`src/rtl/hamming_encoder_serializer_if.sv`:
```
// Bundle of the word handshake, the parallel codeword and the serial stream of the
// (7,4) Hamming transmitter.
interface hamming_encoder_serializer_if #(
    parameter int DATA_BITS    = 4,
    parameter int HAMMING_BITS = 7,
    parameter int CNT_WIDTH    = 16
);
    logic [DATA_BITS-1:0]    data_in;
    logic                    data_valid;
    logic                    data_ready;
    logic                    err_inj;
    logic [2:0]              err_pos;
    logic [HAMMING_BITS-1:0] code_out;
    logic                    code_valid;
    logic                    tx_bit;
    logic                    tx_valid;
    logic                    tx_start;
    logic                    tx_last;
    logic [CNT_WIDTH-1:0]    frame_cnt;

    modport master (
        output data_in, data_valid, err_inj, err_pos,
        input  data_ready, code_out, code_valid, tx_bit, tx_valid, tx_start, tx_last, frame_cnt
    );

    modport slave (
        input  data_in, data_valid, err_inj, err_pos,
        output data_ready, code_out, code_valid, tx_bit, tx_valid, tx_start, tx_last, frame_cnt
    );
endinterface

```
`src/rtl/hamming_encoder_serializer.sv`:
```
// (7,4) Hamming encoder: registers the codeword (with optional single-bit error injection)
// and shifts it out MSB first with start/last frame markers and a saturating frame count.
//
// state    | meaning
// ST_IDLE  | waiting for a word, data_ready high
// ST_SHIFT | sending codeword bit bit_cnt (6 down to 0)
// ST_GAP   | idle cycles after the last bit, data_ready low
module hamming_encoder_serializer #(
    parameter int DATA_BITS    = 4,
    parameter int HAMMING_BITS = 7,
    parameter int CNT_WIDTH    = 16,
    parameter int IDLE_GAP     = 0
) (
    input  logic                          clk,
    input  logic                          rst,
    hamming_encoder_serializer_if.slave   bus
);
    localparam int GAP_W    = (IDLE_GAP > 1) ? $clog2(IDLE_GAP) : 1;
    localparam int GAP_LOAD = (IDLE_GAP > 0) ? IDLE_GAP - 1 : 0;

    typedef enum logic [1:0] {ST_IDLE, ST_SHIFT, ST_GAP} state_t;

    state_t                  state;
    state_t                  state_nxt;
    logic [2:0]              bit_cnt;
    logic [GAP_W-1:0]        gap_cnt;
    logic [HAMMING_BITS-1:0] cw_reg;
    logic [HAMMING_BITS-1:0] cw_enc;
    logic [HAMMING_BITS-1:0] cw_inj;
    logic [DATA_BITS-1:0]    d;
    logic [CNT_WIDTH-1:0]    frame_cnt;
    logic                    code_valid_q;
    logic                    data_ready;
    logic                    last_bit;
    logic                    accept;

    assign last_bit = (state == ST_SHIFT) && (bit_cnt == 3'd0);
    assign accept   = bus.data_valid && data_ready;

    // Ready depends on state only; with no gap the last bit cycle may take the next word.
    always_comb begin
        data_ready = 1'b0;
        case (state)
            ST_IDLE:  data_ready = 1'b1;
            ST_SHIFT: data_ready = last_bit && (IDLE_GAP == 0);
            default:  data_ready = 1'b0;
        endcase
    end

    always_comb begin
        d      = bus.data_in;
        cw_enc = {d[3] ^ d[2] ^ d[0], d[3] ^ d[1] ^ d[0], d[3],
                  d[2] ^ d[1] ^ d[0], d[2], d[1], d[0]};
        cw_inj = cw_enc;
        if (bus.err_inj && (bus.err_pos != 3'd7))
            cw_inj[bus.err_pos] = ~cw_enc[bus.err_pos];
    end

    always_ff @(posedge clk or posedge rst) begin
        if (rst) state <= ST_IDLE;
        else     state <= state_nxt;
    end

    always_comb begin
        state_nxt = state;
        case (state)
            ST_IDLE: begin
                if (accept) state_nxt = ST_SHIFT;
            end
            ST_SHIFT: begin
                if (bit_cnt == 3'd0) begin
                    if (IDLE_GAP == 0) state_nxt = accept ? ST_SHIFT : ST_IDLE;
                    else               state_nxt = ST_GAP;
                end
            end
            ST_GAP: begin
                if (gap_cnt == '0) state_nxt = ST_IDLE;
            end
            default: state_nxt = ST_IDLE;
        endcase
    end

    always_ff @(posedge clk or posedge rst) begin
        if (rst) begin
            bit_cnt      <= 3'd0;
            gap_cnt      <= '0;
            cw_reg       <= '0;
            code_valid_q <= 1'b0;
            frame_cnt    <= '0;
        end else begin
            code_valid_q <= accept;
            if (accept) begin
                bit_cnt <= 3'd6;
                cw_reg  <= cw_inj;
            end else if ((state == ST_SHIFT) && (bit_cnt != 3'd0)) begin
                bit_cnt <= bit_cnt - 3'd1;
            end
            // Gap timer loads on the last bit so GAP lasts exactly IDLE_GAP cycles.
            if (last_bit)
                gap_cnt <= GAP_W'(GAP_LOAD);
            else if ((state == ST_GAP) && (gap_cnt != '0))
                gap_cnt <= gap_cnt - 1'b1;
            if (last_bit && (frame_cnt != '1))
                frame_cnt <= frame_cnt + 1'b1;
        end
    end

    always_comb begin
        bus.data_ready = data_ready;
        bus.code_out   = cw_reg;
        bus.code_valid = code_valid_q;
        bus.tx_valid   = (state == ST_SHIFT);
        bus.tx_bit     = (state == ST_SHIFT) && cw_reg[bit_cnt];
        bus.tx_start   = (state == ST_SHIFT) && (bit_cnt == 3'd6);
        bus.tx_last    = last_bit;
        bus.frame_cnt  = frame_cnt;
    end
endmodule

```
`src/flat_wrapper.sv`:
```
// flat-port wrapper written by rule: the top's interface ports become plain ports
module hamming_encoder_serializer_flat 
#(
    parameter int DATA_BITS    = 4,
    parameter int HAMMING_BITS = 7,
    parameter int CNT_WIDTH    = 16,
    parameter int IDLE_GAP     = 0
)
  (clk, rst, bus_data_in, bus_data_valid, bus_err_inj, bus_err_pos, bus_data_ready, bus_code_out, bus_code_valid, bus_tx_bit, bus_tx_valid, bus_tx_start, bus_tx_last, bus_frame_cnt);
  hamming_encoder_serializer_if #(.DATA_BITS(DATA_BITS), .HAMMING_BITS(HAMMING_BITS), .CNT_WIDTH(CNT_WIDTH)) bus_i ();
  input  logic clk;
  input  logic rst;
  input wire logic [$bits(bus_i.data_in)-1:0] bus_data_in;
  input wire logic [$bits(bus_i.data_valid)-1:0] bus_data_valid;
  input wire logic [$bits(bus_i.err_inj)-1:0] bus_err_inj;
  input wire logic [$bits(bus_i.err_pos)-1:0] bus_err_pos;
  output wire logic [$bits(bus_i.data_ready)-1:0] bus_data_ready;
  output wire logic [$bits(bus_i.code_out)-1:0] bus_code_out;
  output wire logic [$bits(bus_i.code_valid)-1:0] bus_code_valid;
  output wire logic [$bits(bus_i.tx_bit)-1:0] bus_tx_bit;
  output wire logic [$bits(bus_i.tx_valid)-1:0] bus_tx_valid;
  output wire logic [$bits(bus_i.tx_start)-1:0] bus_tx_start;
  output wire logic [$bits(bus_i.tx_last)-1:0] bus_tx_last;
  output wire logic [$bits(bus_i.frame_cnt)-1:0] bus_frame_cnt;
  assign bus_i.data_in = bus_data_in;
  assign bus_i.data_valid = bus_data_valid;
  assign bus_i.err_inj = bus_err_inj;
  assign bus_i.err_pos = bus_err_pos;
  assign bus_data_ready = bus_i.data_ready;
  assign bus_code_out = bus_i.code_out;
  assign bus_code_valid = bus_i.code_valid;
  assign bus_tx_bit = bus_i.tx_bit;
  assign bus_tx_valid = bus_i.tx_valid;
  assign bus_tx_start = bus_i.tx_start;
  assign bus_tx_last = bus_i.tx_last;
  assign bus_frame_cnt = bus_i.frame_cnt;
  hamming_encoder_serializer #(.DATA_BITS(DATA_BITS), .HAMMING_BITS(HAMMING_BITS), .CNT_WIDTH(CNT_WIDTH), .IDLE_GAP(IDLE_GAP)) u_core (.clk(clk), .rst(rst), .bus(bus_i));
endmodule
```
`config.mk`:
```
export PLATFORM = sky130hd
export DESIGN_NAME = hamming_encoder_serializer_flat
export DESIGN_NICKNAME = d
export VERILOG_FILES = /design/src/rtl/hamming_encoder_serializer_if.sv /design/src/rtl/hamming_encoder_serializer.sv /design/src/flat_wrapper.sv
export SDC_FILE = /design/constraint.sdc
export NUM_CORES = 1
export LEC_CHECK = 0
export ABC_AREA = 1
export CAP_MARGIN = 20
export CORE_ASPECT_RATIO = 0.75
export CORE_UTILIZATION = 52
export DETAILED_ROUTE_END_ITERATION = 10
export MAX_ROUTING_LAYER = met4
export PLACE_DENSITY = 0.81
export SYNTH_ARGS = -nofsm -noshare
export SYNTH_HDL_FRONTEND = slang
export SYNTH_SLANG_ARGS = --single-unit
```
`constraint.sdc`:
```
create_clock -name clk -period 2.1 [get_ports clk]
set_clock_uncertainty 0.15 [all_clocks]
set_input_delay 0.42 -clock clk [delete_from_list [all_inputs] [get_ports clk]]
set_output_delay 0.42 -clock clk [all_outputs]
set_load 0.005 [all_outputs]
```
==> impl_metrics.py <==
metrics = {
    "routing": {
        "drc": 0,
        "final_antenna_net_count": 0,
        "vias": 1890,
        "drt_wl_total_mm": 4.550,
        "wire_per_inst_um": 11.82,
        "drt_pass1_iterations": 5,
        "via_per_inst": 4.909,
        "drt_iter0_drc": 185,
    },
    "final_layout": {
        "drive_above_1_share": 0.1471,
        "antenna_cells": 0,
        "layout.nets": 349,
        "synthToLayoutAreaGrowth_pct": 28.45,
        "finish.utilization": 0.6989,
    },
    "setup_path": {
        "cpMostUsedCell": "o21ai_0",
        "r2r_start": "u_core.bit_cnt[1]",
        "crit_path_start_kind": "flip-flop",
        "r2r_slack_ns": 0.27,
        "crit_buf_inv": 3,
        "path_max_fanout": 3,
        "cp_slowest_stage_delay_ns": 0.40,
        "setup.worst_path.class": "flip-flop to output port",
        "cp.required_ns": 1.53,
        "endpoint_kind": "output port",
        "cp_top_family": "compound AO/OA/AOI/OAI gates",
        "cp_cell_sequence": "inv_2, buf_4, o21ai_0, o21ai_0, o21ai_0, a31oi_1, clkbuf_2",
        "crit_arrival_ns": 1.44,
        "crit_slowest_cell": "dfrtp_1",
        "ff2ff_path_depth": 9,
        "regToRegEndpoint": "u_core.bus.code_out[0]",
    },
    "die": {
        "pin_count": 40,
        "die_w_um": 73.47,
        "start_util": 0.5441,
        "fp.dieArea_um2": 4085,
        "die_height_um": 55.60,
        "rows": 19,
        "core_area_um2": 3661,
    },
    "pwr": {
        "powerDensity_nw_per_um2": 926.0,
        "ir_drop_v": 0.001055,
        "power.leakage_nw": 1.293,
    },
    "timing": {
        "fin_crit_sh": 0.9563,
        "fin_crit_ns": 2.008,
        "whs_ns": 0.3510,
        "setup_ws_ns": 0.09186,
        "clock.fmax_mhz": 498.0,
        "worst_pin_slew_ns": 0.3551,
        "slew_headroom": 0.7615,
        "setup_violations": 0,
        "hold_viol": 0,
        "drv_slew": 0,
        "rsz0062_at_grt": "no",
    },
    "yosys": {
        "ys_ff_latch": 28,
        "synthCells": 283,
        "synth_nets": 298,
        "syn_avg_cell_area_um2": 7.039,
        "yosys_warnings": 0,
        "yosys-top-cells-area": "dfrtp_1 35%, nand2_1 19%, inv_1 6.8%, xor2_1 4.8%, nand3_1 4.5%",
        "ys_seq_area_frac": 0.3518,
        "yosys.area.top_type": "dfrtp_1",
        "syn_area_um2": 1992,
        "synth_top_area_frac": 0.3518,
        "ys_types": 27,
    },
    "clock_network": {
        "cts.sinks": 28,
        "cts_tree": "yes",
        "clk_path_buf_depth": 2,
        "cts_buffers": 3,
        "clkTransAtPathRegs_ns": 0.10,
        "ctsHoldBuffers": 0,
        "clkLatencyLatePin_ns": 0.28,
        "clockRootBuffer": "clkbuf_8",
        "cts-htree-levels": 1,
    },
    "placed_design": {
        "port_buffers": 39,
        "dp_hpwl_mm": 3.563,
        "dp_slack_ns": 0.03571,
        "gp_congestion": 0.9420,
    },
    "run": {
        "drv_cap": 0,
    },
    "global_routing": {
        "grt_pass1_wl_mm": 7.748,
        "grt_max_degree": 29,
        "antenna_found_initial": 0,
        "track_usage": 0.2520,
        "grt_pass1_vias": 1600,
        "overflow": 0,
    },
    "min_path": {
        "worstHoldPathType": "primary input to async pin",
    },
    "outcome": {
        "status": "completed",
    },
}
==> Yosys cell counts (all sizes together) <==
library cell and instances:
a31oi 1, nor3 2, buf 4, xor2 11
nand4 3, a21oi 4, nor2 28, ha 4
nand2 111, inv 39, dfrtp 28, nand3 18
o21ai 25, xnor2 3, nand3b 2
==> registers in the layout (all words and copies together), names as in the netlist <==
name,count
u_core.bit_cnt,3
u_core.bus.code_out,7
u_core.bus.code_valid,1
u_core.bus.frame_cnt,16
u_core.state,1
==> per-stage QoR <==
stage	instance area [µm²]	cells	power [mW]	TNS, ns
final	2559	385	2.369	0
after global routing	2559	385	2.541	0
after CTS	2556	385	2.375	-0.07887
after detailed placement	2470	379	1.926	0
after global placement	2470	379	1.896	0
after floorplan	1992	283	1.421	0
==> where the power goes <==
part	switching (mW)	internal, mW
Sequential	0.133	0.684
Combinational	0.586	0.540
Clock	0.171	0.256
Total	0.891	1.48
==> placed cells by master (no fill, tap or decap), types with 2 or more instances in the layout <==
| cell type | count |
|---|---|
| nand2_1 | 99 |
| nor2_1 | 21 |
| nor3_1 | 2 |
| inv_1 | 34 |
| nand3_1 | 18 |
| dfrtp_1 | 28 |
| xor2_1 | 11 |
| buf_4 | 11 |
| nand2_2 | 11 |
| a21oi_1 | 4 |
| clkbuf_8 | 3 |
| dlygate4sd2_1 | 2 |
| nor2_2 | 3 |
| o21ai_0 | 16 |
| inv_2 | 4 |
| xnor2_1 | 3 |
| o21ai_2 | 6 |
| ha_1 | 3 |
| o21ai_1 | 3 |
| nand4_1 | 2 |
| clkdlybuf4s50_1 | 35 |
| nor2_4 | 4 |
==> tightest hold or removal path: stages <==
cell and delay [ns]:
clkdlybuf4s50_1 0.40, inv_1 0.05, buf_4 0.32
==> worst max path at each step <==
| stage | from | end | slack (ns) | depth (start not counted) |
|---|---|---|---|---|
| 2_1_floorplan | u_core.bus.frame_cnt[0] | u_core.bus.frame_cnt[7] | 0.44 | 9 |
| 3_3_place_gp | u_core.bit_cnt[0] | bus_tx_bit | 0.04 | 6 |
| 3_5_place_dp | u_core.bit_cnt[0] | bus_tx_bit | 0.04 | 6 |
| 4_1_cts | u_core.bit_cnt[1] | bus_data_ready | -0.08 | 5 |
| 5_1_grt | u_core.bit_cnt[0] | bus_tx_bit | 0.005 | 7 |
| 6_report | u_core.bit_cnt[0] | bus_tx_bit | 0.09 | 7 |
==> cell families (layout without fill, tap and decap cells) <==
| family | count (synthesis) | count (layout) | synth area share |
|---|---|---|---|
| AO/OA/AOI/OAI | 30 | 30 | 0.08731 |
| XOR/XNOR | 14 | 14 | 0.06156 |
| adder cells (fa/ha/maj) | 4 | 4 | 0.02513 |
| buffers and inverters | 43 | 93 | 0.09736 |
| flip-flops | 28 | 28 | 0.3518 |
| AND/OR/NAND/NOR | 164 | 164 | 0.3769 |
==> cell type report <==
type,count,area [µm²]
Multi-Input combinational cell,212,1105
Fill cell,315,1102
Clock inverter,1,30.03
Sequential cell,28,700.7
Tap cell,52,65.06
Clock buffer,3,41.29
Timing Repair Buffer,50,467.9
Inverter,39,148.9
==> per-layer routing <==
layer	up-vias	global-route usage	part of all wire
li1	975	-	-
met1	849	0.3981	0.51
met2	60	0.3316	0.42
met3	6	0.05254	0.060
met4	0	0.04670	0.0084
met5	-	-	0
==> repair_timing <==
action                                  4_1_cts  5_1_grt
resized for setup                             7        4
buffers inserted                              2        0
endpoints found under the setup margin        4        2
pin swaps                                     0        0
(Power assumes the default switching activity.)
